$ cat config.mk
export PLATFORM = sky130hd
export DESIGN_NAME = bwt_search_ctrl
export DESIGN_NICKNAME = d
export VERILOG_FILES = /design/src/rtl/bwt_search_ctrl.sv
export SDC_FILE = /design/constraint.sdc
export NUM_CORES = 1
export LEC_CHECK = 0
export CORE_UTILIZATION = 45
export DETAILED_ROUTE_END_ITERATION = 8
export PLACE_DENSITY = 0.74
export SYNTH_ARGS = -nofsm -noshare
export SYNTH_HDL_FRONTEND = slang
export SYNTH_SLANG_ARGS = --single-unit
$ cat constraint.sdc
create_clock -name clk -period 5.45 [get_ports clk]
set_clock_uncertainty 0.05 [all_clocks]
set_input_delay 0.8175 -clock clk [delete_from_list [all_inputs] [get_ports clk]]
set_output_delay 0.8175 -clock clk [all_outputs]
set_load 0.02 [all_outputs]
$ cat src/rtl/bwt_search_ctrl.sv
`default_nettype none
// ============================================================================
// Module   : bwt_search_ctrl
// Brief    : FM-index backward-search controller over a 2-bit BWT; define
//            BWT_SEARCH_ABORT_EN to add the abort input.
// Revision : 1.0
// ============================================================================
module bwt_search_ctrl #(
    parameter int TAGT_LENGTH = 6,
    parameter int REF_LENGTH  = 10,
    parameter int REF_NUM     = 1024,
    parameter int C_A         = 1,
    parameter int C_C         = 257,
    parameter int C_G         = 513,
    parameter int C_T         = 769
) (
    input  logic                   clk,
    input  logic                   rst_n,
    input  logic                   start,
    input  logic [TAGT_LENGTH:0]   tgt_len,
    output logic                   tgt_rEn,
    output logic [TAGT_LENGTH-1:0] tgt_addr,
    input  logic [1:0]             tgt_base,
    output logic [1:0]             sig,
    output logic                   rEn,
    output logic [REF_LENGTH-1:0]  rAddr0,
    output logic [REF_LENGTH-1:0]  rAddr1,
    input  logic [REF_LENGTH-1:0]  data0,
    input  logic [REF_LENGTH-1:0]  data1,
`ifdef BWT_SEARCH_ABORT_EN
    input  logic                   abort,
`endif
    output logic                   busy,
    output logic                   done,
    output logic                   found,
    output logic [REF_LENGTH-1:0]  sa_lo,
    output logic [REF_LENGTH-1:0]  sa_hi,
    output logic [TAGT_LENGTH:0]   match_len
);

    typedef enum logic [2:0] {
        IDLE  = 3'd0,
        FETCH = 3'd1,
        OCC   = 3'd2,
        UPD   = 3'd3,
        DONE  = 3'd4
    } state_t;

    // Truncating the C values up front equals a wide add followed by truncation
    localparam logic [REF_LENGTH-1:0]  c_cA     = C_A[REF_LENGTH-1:0];
    localparam logic [REF_LENGTH-1:0]  c_cC     = C_C[REF_LENGTH-1:0];
    localparam logic [REF_LENGTH-1:0]  c_cG     = C_G[REF_LENGTH-1:0];
    localparam logic [REF_LENGTH-1:0]  c_cT     = C_T[REF_LENGTH-1:0];
    localparam logic [REF_LENGTH-1:0]  c_refMax = REF_LENGTH'(REF_NUM - 1);
    localparam logic [REF_LENGTH-1:0]  c_refOne = REF_LENGTH'(1);
    localparam logic [TAGT_LENGTH-1:0] c_idxOne = TAGT_LENGTH'(1);
    localparam logic [TAGT_LENGTH:0]   c_lenOne = (TAGT_LENGTH + 1)'(1);

    state_t                 r_state;
    state_t                 w_nextState;
    logic [REF_LENGTH-1:0]  r_lo;
    logic [REF_LENGTH-1:0]  r_hi;
    logic [TAGT_LENGTH-1:0] r_idx;
    logic [TAGT_LENGTH:0]   r_matchCnt;
    logic                   r_hit;
    logic [REF_LENGTH-1:0]  w_cBase;
    logic [REF_LENGTH-1:0]  w_d0;
    logic                   w_empty;
    logic [REF_LENGTH-1:0]  w_newLo;
    logic [REF_LENGTH-1:0]  w_newHi;
    logic                   w_abort;

`ifdef BWT_SEARCH_ABORT_EN
    assign w_abort = abort;
`else
    assign w_abort = 1'b0;
`endif

    always_comb begin
        case (sig)
            2'd1:    w_cBase = c_cC;
            2'd2:    w_cBase = c_cG;
            2'd3:    w_cBase = c_cT;
            default: w_cBase = c_cA;
        endcase
    end

    // Occ(c, -1) is zero by definition, so the lo=0 read result is ignored
    assign w_d0    = (r_lo == '0) ? '0 : data0;
    assign w_empty = (data1 <= w_d0);
    assign w_newLo = w_cBase + w_d0;
    assign w_newHi = w_cBase + data1 - c_refOne;

    always_ff @(posedge clk or negedge rst_n) begin
        if (!rst_n) begin
            r_state <= IDLE;
        end else begin
            r_state <= w_nextState;
        end
    end

    always_comb begin
        w_nextState = r_state;
        busy        = 1'b0;
        tgt_rEn     = 1'b0;
        tgt_addr    = '0;
        rEn         = 1'b0;
        rAddr0      = '0;
        rAddr1      = '0;
        case (r_state)
            IDLE: begin
                if (start) begin
                    w_nextState = (tgt_len == '0) ? DONE : FETCH;
                end
            end
            FETCH: begin
                busy        = 1'b1;
                tgt_rEn     = 1'b1;
                tgt_addr    = r_idx;
                w_nextState = w_abort ? DONE : OCC;
            end
            OCC: begin
                busy        = 1'b1;
                rEn         = 1'b1;
                rAddr0      = (r_lo == '0) ? '0 : (r_lo - c_refOne);
                rAddr1      = r_hi;
                w_nextState = w_abort ? DONE : UPD;
            end
            UPD: begin
                busy = 1'b1;
                if (w_abort || w_empty || (r_idx == '0)) begin
                    w_nextState = DONE;
                end else begin
                    w_nextState = FETCH;
                end
            end
            DONE: begin
                w_nextState = IDLE;
            end
            default: begin
                w_nextState = IDLE;
            end
        endcase
    end

    always_ff @(posedge clk or negedge rst_n) begin
        if (!rst_n) begin
            r_lo       <= '0;
            r_hi       <= '0;
            r_idx      <= '0;
            r_matchCnt <= '0;
            r_hit      <= 1'b0;
            sig        <= '0;
            done       <= 1'b0;
            found      <= 1'b0;
            sa_lo      <= '0;
            sa_hi      <= '0;
            match_len  <= '0;
        end else begin
            done <= 1'b0;
            case (r_state)
                IDLE: begin
                    if (start) begin
                        r_lo       <= '0;
                        r_hi       <= c_refMax;
                        r_matchCnt <= '0;
                        r_hit      <= 1'b1;
                        r_idx      <= tgt_len[TAGT_LENGTH-1:0] - c_idxOne;
                    end
                end
                FETCH: begin
                    if (w_abort) begin
                        r_hit <= 1'b0;
                    end
                end
                OCC: begin
                    sig <= tgt_base;
                    if (w_abort) begin
                        r_hit <= 1'b0;
                    end
                end
                UPD: begin
                    // A miss or abort keeps the last non-empty interval as the result
                    if (w_abort || w_empty) begin
                        r_hit <= 1'b0;
                    end else begin
                        r_lo       <= w_newLo;
                        r_hi       <= w_newHi;
                        r_matchCnt <= r_matchCnt + c_lenOne;
                        if (r_idx != '0) begin
                            r_idx <= r_idx - c_idxOne;
                        end
                    end
                end
                DONE: begin
                    done      <= 1'b1;
                    found     <= r_hit;
                    sa_lo     <= r_lo;
                    sa_hi     <= r_hi;
                    match_len <= r_matchCnt;
                end
                default: begin
                end
            endcase
        end
    end

endmodule
`default_nettype wire

==> flow_metrics.py, run 1 <==
metrics = {
    "status": {
        "status": "finished, final reports clean",
    },
    "sta": {
        "max_slew.worst_pin.slew_ns": 0.8900,
        "fin_crit_sh_pct": 77.42,
        "setup_tns_ns": 0,
        "holdWs_ns": 0.4579,
        "fin_crit_ns": 4.219,
        "finalSetupViolations": 0,
        "clock.fmax_mhz": 237.0,
        "final-hold-violation-count": 0,
        "max_slew_margin_pct": 40.21,
        "rsz0062_at_grt": "false",
        "slew_violations": 0,
        "worst_slack_ns": 1.231,
    },
    "route": {
        "antenna_left": 0,
        "vias": 3154,
        "drc": 0,
        "drt_iter0_drc": 115,
        "viasPerCell": 5.382,
        "drt-total-wl_mm": 9.036,
        "first_pass_iters": 4,
        "wire_per_inst_um": 15.42,
    },
    "final_layout": {
        "syn2layout_area_growth_pct": 32.34,
        "register_area_sq_um": 1702,
        "num_antenna_cells": 0,
        "multi_input_area_sq_um": 1953,
        "drive_gt1_share_pct": 12.81,
        "fin_cells": 586,
        "post-route-cell-area_sq_um": 4982,
        "fin_nets": 527,
        "fillers": 689,
    },
    "critical_path": {
        "critPathArrivalTime_ns": 4.40,
        "start_kind": "register",
        "reg2reg_from": "r_lo[3]$_DFFE_PN0P_",
        "reg2reg_to": "r_idx[2]$_DFFE_PN0P_",
        "cp_data_required_time_ns": 5.63,
        "r2r_setup_slack_ns": 1.23,
        "worst-r2r-cell-count": 10,
        "worst-setup-path-type": "register to register",
        "worstPathMaxFanout": 33,
        "endpoint_kind": "register",
    },
    "power": {
        "ir_worst_vdd_mv": 0.3662,
        "power.density_nw_per_um2": 659.9,
        "p_leak_nw": 2.175,
    },
    "clocking": {
        "ctsResizeCount": 0,
        "cts_max_level": 3,
        "cts_sinks": 68,
        "root_buffer": "clkbuf_8",
        "clockBufferDepth": 2,
        "cts_made_buffers": 9,
        "postCtsHoldBufs": 0,
        "clock_latency_ns": 0.35,
        "path_clk_slew_ns": 0.07,
        "post_cts_buffers": 0,
        "cts_tree": "done",
    },
    "global_route": {
        "grt_max_degree": 69,
        "met2_usage_pct": 37.19,
        "grt_pass1_wl_mm": 15.61,
        "grtUsageMet1_pct": 30.82,
        "grt_remaining_overflow": 0,
        "grtUsageTotal_pct": 22.84,
        "antenna_found_initial": 0,
        "top_usage_layer": "met2",
        "met3_usage_pct": 4.959,
        "grt_pass1_vias": 3145,
    },
    "place": {
        "dp_slack_ns": 1.230,
        "place_inst": 570,
        "io_buffers": 91,
        "dp_hpwl_mm": 6.609,
        "place_congestion": 0.9014,
        "dpl_cell_area_sq_um": 4760,
    },
    "floorplan": {
        "initial_utilization_pct": 47.49,
        "die_width_um": 93.47,
        "io_pins": 92,
        "dieArea_sq_um": 8736,
        "die_h_um": 93.47,
        "rows": 32,
        "core-area_sq_um": 7928,
    },
    "synth": {
        "synthCells": 391,
        "syn-num-nets": 439,
        "synthArstFlopShare_pct": 100.0,
        "synth-seq-cells": 68,
        "synth-seq-area-share_pct": 45.20,
        "synth-compound-area-share_pct": 9.006,
        "synthFlopType": "dfrtp_1",
        "synth_enable_flop_cells": 0,
        "synth-adder-area-share_pct": 5.317,
        "synth_mux_area_share_pct": 10.60,
        "ys_types": 48,
        "syn-mean-instance-area_sq_um": 9.629,
        "ys_warn_count": 0,
        "synthSimpleGateAreaFrac_pct": 22.40,
        "syn_area_sq_um": 3765,
        "synth_top_family_by_area": "simple AND/OR/NAND/NOR gates",
        "synth-xor-area-share_pct": 4.420,
    },
    "hold_path": {
        "worstHoldPathCells": 1,
        "min_path_type": "register to register",
        "min-delay-start": "match_len[5]$_DFFE_PN0P_",
        "hold_end": "match_len[5]$_DFFE_PN0P_",
    },
    "flow_run": {
        "max-cap-violations": 0,
    },
}
[through the flow]
stage / utilization (%) / power, mW
floorplan: - / 2.170
global placement: 60.04 / 2.787
detailed placement: 60.04 / 2.841
CTS: 62.85 / 3.319
global route: 62.85 / 3.572
finish: 62.85 / 3.288
[kinds of logic after synthesis]
kind of cell,after synthesis
flip-flops,68
AO/OA/AOI/OAI,55
AND/OR/NAND/NOR,169
XOR/XNOR,19
adder cells (fa/ha/maj),16
buffers and inverters,28
multiplexers,36
[Yosys cell counts (5+ instances only)]
cell type	count	area (sq um)
clkbuf_1	15	56.30
dfrtp_1	68	1702
xnor2_1	14	122.6
a21oi_1	10	50.05
mux2_2	31	349.1
nand3_1	25	125.1
nor3_1	10	50.05
inv_1	9	33.78
nor2_1	28	105.1
ha_1	16	200.2
and2_1	18	112.6
o21ai_0	25	125.1
nand2_1	53	198.9
xor2_1	5	43.79
mux2i_1	5	50.05
[worst max path at each step]
stage / startpoint / endpoint / depth (start not counted)
after global placement: r_lo[3]$_DFFE_PN0P_ / r_idx[2]$_DFFE_PN0P_ / 10
after global routing: r_lo[3]$_DFFE_PN0P_ / r_idx[2]$_DFFE_PN0P_ / 10
after CTS: r_lo[3]$_DFFE_PN0P_ / r_idx[2]$_DFFE_PN0P_ / 10
after floorplan: r_lo[3]$_DFFE_PN0P_ / r_hi[1]$_DFFE_PN0P_ / 15
after detailed placement: r_lo[3]$_DFFE_PN0P_ / r_idx[2]$_DFFE_PN0P_ / 10
final: r_lo[3]$_DFFE_PN0P_ / r_idx[2]$_DFFE_PN0P_ / 10
[final cells by class]
type                       instances  share of cell area (%)
clock inverter                     7                   1.984
tap                              102                   2.562
sequential                        68                   34.15
multi-input combinational        295                   39.20
inverter                           9                  0.6781
timing repair buffer              96                   18.94
clock buffer                       9                   2.486
[cell usage in the layout, fill, tap and decap left out, drive strengths merged, types with 5 or more instances in the layout]
cell,Yosys,final
clkdlybuf4s50,0,90
dfrtp,68,68
nand2,53,53
mux2,31,31
nor2,28,28
o21ai,26,26
nand3,25,25
and2,18,18
ha,16,16
xnor2,14,14
nor3,10,10
a21oi,10,10
inv,9,10
clkbuf,15,9
buf,4,6
mux2i,5,5
xor2,5,5
or4,5,5
[worst max-delay path, cell delays in order, from the launching register on]
cell       delay [ns]
dfrtp_1          0.45
or4_4            0.58
or4_4            0.65
nand2_1          0.12
ha_1             0.24
a21o_1           0.16
a21o_1           0.16
a2111oi_0        0.64
or2_2            0.58
o32ai_1          0.15
a221o_1          0.33
[layer usage]
metal / vias up / wire [um]
li1: 1542 / -
met1: 1522 / 4113
met2: 79 / 4366
met3: 11 / 416
met4: 0 / 140
met5: - / 0
[registers in the layout, indices dropped and copies added (netlist names)]
register	flops
r_lo	10
r_state	3
sig	2
sa_lo	10
r_hi	10
r_hit	1
done	1
found	1
sa_hi	10
match_len	7
r_idx	6
r_matchCnt	7
[where the power goes]
part           total (mW)  internal [mW]  leakage (nW)  switching, mW
sequential          0.861          0.685         0.847          0.176
clock               0.465          0.260         0.110          0.205
combinational        1.96          0.904          1.22           1.06
Power figures use the tool's default switching activity.
==> run 2, diff against run 1 <==
--- a/config.mk
+++ b/config.mk
@@ -7,7 +7,7 @@
 export LEC_CHECK = 0
 export CORE_UTILIZATION = 45
 export DETAILED_ROUTE_END_ITERATION = 8
-export PLACE_DENSITY = 0.74
+export PLACE_DENSITY = 0.77
 export SYNTH_ARGS = -nofsm -noshare
 export SYNTH_HDL_FRONTEND = slang
 export SYNTH_SLANG_ARGS = --single-unit
==> constraint.sdc (replaced) <==
create_clock -name clk -period 3.6 [get_ports clk]
set_clock_uncertainty 0.05 [all_clocks]
set_input_delay 0.54 -clock clk [delete_from_list [all_inputs] [get_ports clk]]
set_output_delay 0.54 -clock clk [all_outputs]
set_load 0.02 [all_outputs]
==> run 2 against run 1 <==
Compared with the run above: global-route usage decreased by 0.63 points; worst hold slack lost 0.36 ns; count of clock-buffer cells in the layout rose by 1; highest routed layer unchanged; utilization rose by 3.1 points; via count up 4.5%; non-clock buffer count increased by 20; largest power group unchanged; largest cell class unchanged; the flow now finishes with violations (negative setup slack); power rose by 65%; register-to-register slack got worse by 1.3 ns; first-iteration DRC count is 77% higher; sequential cell count unchanged; clock power up 49%; critical endpoint is now r_matchCnt[5]$_DFFE_PN0P_; die area stayed put.
==> flow_metrics.py, run 2 (same netlist as run 1, synthesis figures left out) <==
metrics = {
    "clocking": {
        "clock_latency_ns": 0.34,
        "path_clk_slew_ns": 0.08,
        "cts_max_level": 3,
        "clockBufferDepth": 2,
        "cts_tree": "done",
        "cts_made_buffers": 9,
        "root_buffer": "clkbuf_8",
        "cts_sinks": 68,
        "postCtsHoldBufs": 0,
    },
    "critical_path": {
        "worstPathMaxFanout": 6,
        "crit_cells": 11,
        "critical_path_buf_inv_count": 1,
        "slowest_stage": "or4_4",
        "setup.worst_path.end": "r_matchCnt[5]$_DFFE_PN0P_",
        "cp_data_required_time_ns": 3.81,
        "endpoint_kind": "register",
        "slowest_delay_ns": 0.58,
        "critPathArrivalTime_ns": 3.85,
        "startpoint": "r_lo[4]$_DFFE_PN0P_",
        "start_kind": "register",
        "path_cells": "or4_4 -> or4_4 -> buf_4 -> nand2_1 -> ha_1 -> nand4_1 -> or3_1 -> nand3_1 -> or2_4 -> or4_1 -> a21oi_2",
        "worst-setup-path-type": "register to register",
        "worst-r2r-cell-count": 11,
        "reg2reg_from": "r_lo[4]$_DFFE_PN0P_",
        "reg2reg_to": "r_matchCnt[5]$_DFFE_PN0P_",
        "r2r_setup_slack_ns": -0.03,
        "critPathMostFrequentCell": "or4_4",
        "path_delay_family": "simple AND/OR/NAND/NOR gates",
    },
    "power": {
        "power.internal_mw": 3.101,
        "seqPwrFrac_pct": 23.5,
        "finalPower_mw": 5.433,
        "power_frac_comb_pct": 63.7,
        "ir_worst_vdd_mv": 0.5235,
        "p_sw_share_pct": 42.93,
        "p_clk_share_pct": 12.7,
        "power.density_nw_per_um2": 1040,
        "p_leak_nw": 2.290,
        "switchingPower_mw": 2.332,
    },
    "place": {
        "io_buffers": 91,
        "place_inst": 580,
        "dpl_cell_area_sq_um": 4881,
        "dp_hpwl_mm": 6.806,
        "place_congestion": 0.8600,
    },
    "status": {
        "violations": "negative setup slack",
        "status": "finished, violations left",
    },
    "final_layout": {
        "drive_gt1_share_pct": 17.86,
        "fin_nets": 547,
        "final_cell_mix": "clkdlybuf4s50_1, dfrtp_1, nand2_1",
        "post-route-cell-area_sq_um": 5225,
        "num_antenna_cells": 0,
        "syn2layout_area_growth_pct": 38.78,
        "final_common_cell": "clkdlybuf4s50_1",
        "fin_util_pct": 65.91,
        "fin_cells": 606,
    },
    "route": {
        "first_pass_iters": 4,
        "wire_per_inst_um": 15.45,
        "antenna_left": 0,
        "drt-total-wl_mm": 9.360,
        "viasPerCell": 5.437,
        "vias": 3295,
        "drt_iter0_drc": 204,
        "drc": 0,
    },
    "sta": {
        "worst_slack_ns": -0.03467,
        "clock.fmax_mhz": 275.1,
        "max_slew_margin_pct": 54.52,
        "holdWs_ns": 0.09996,
        "slew_violations": 0,
        "fin_crit_sh_pct": 101.0,
        "fin_crit_ns": 3.635,
        "rsz0062_at_grt": "true",
        "final-hold-violation-count": 0,
        "max_slew.worst_pin.slew_ns": 0.6760,
        "finalSetupViolations": 1,
    },
    "flow_run": {
        "max-cap-violations": 0,
    },
    "hold_path": {
        "min_path_type": "primary input to asynchronous set/reset pin",
    },
    "global_route": {
        "grt_pass1_vias": 3090,
        "grtUsageTotal_pct": 22.21,
        "grt_max_degree": 30,
        "antenna_found_initial": 0,
        "grt_remaining_overflow": 0,
        "grt_pass1_wl_mm": 15.14,
    },
    "floorplan": {
        "die_width_um": 93.47,
        "die_h_um": 93.47,
        "rows": 32,
        "dieArea_sq_um": 8736,
        "initial_utilization_pct": 47.49,
        "core-area_sq_um": 7928,
        "io_pins": 92,
    },
}
## run 2: cell count changes in the layout (fill, tap and decap cells not counted), sizes merged
cell,change
clkbuf,+2
clkinv,-1
buf,+19
clkinvlp,+1
inv,-1
## run 2: power groups by stage
stage               combinational (mW)  clock, mW  sequential, mW
finish                            3.46      0.692            1.28
global route                      3.80      0.730            1.32
CTS                               3.23      0.702            1.28
detailed placement                3.21          0            1.29
global placement                  3.14          0            1.28
floorplan                         2.04          0            1.36
## run 2: final cells by class
| type | instances | area, sq um |
|---|---|---|
| tap | 102 | 127.6 |
| timing repair buffer | 116 | 1126 |
| clock inverter | 6 | 88.84 |
| clock buffer | 10 | 127.6 |
| fill | 645 | 2703 |
| multi-input combinational | 295 | 2019 |
| inverter | 9 | 33.78 |
| sequential | 68 | 1702 |
## run 2: metal layers
layer,GRT usage (%),share of wire [%],wire length [um],up-vias
met1,30.75,45,4194,1576
met5,0,0,0,-
met3,3.415,5.6,528,12
met2,34.31,48,4489,124
li1,-,-,-,1583
met4,10.13,1.6,147,0
## run 2: repair_timing
item,4_1_cts,5_1_grt
endpoints found under the hold margin,0,0
pin swaps,2,8
resized for setup,0,16
setup buffers,0,9
endpoints found under the setup margin,2,24
cloned,0,1
## run 2: worst min-delay path by stage
stage / start / end / slack [ns] / cells past startpoint
finish: rst_n / sig[0]$_DFFE_PN0P_ / 0.1 / 1
global route: rst_n / sig[0]$_DFFE_PN0P_ / 0.14 / 1
CTS: rst_n / sig[0]$_DFFE_PN0P_ / 0.10 / 1
detailed placement: sa_hi[3]$_DFFE_PN0P_ / sa_hi[3]$_DFFE_PN0P_ / 0.45 / 1
global placement: sa_lo[7]$_DFFE_PN0P_ / sa_lo[7]$_DFFE_PN0P_ / 0.44 / 1
floorplan: rst_n / done$_DFF_PN0_ / 0.19 / 0
## run 2: metrics by stage
| stage | TNS [ns] | worst slack (ns) |
|---|---|---|
| final | -0.03467 | -0.03467 |
| after global placement | 0 | 0.09249 |
| after CTS | 0 | 0.01685 |
| after detailed placement | -0.01705 | -0.01705 |
| after global routing | -0.3377 | -0.1112 |
| after floorplan | 0 | 0.001833 |
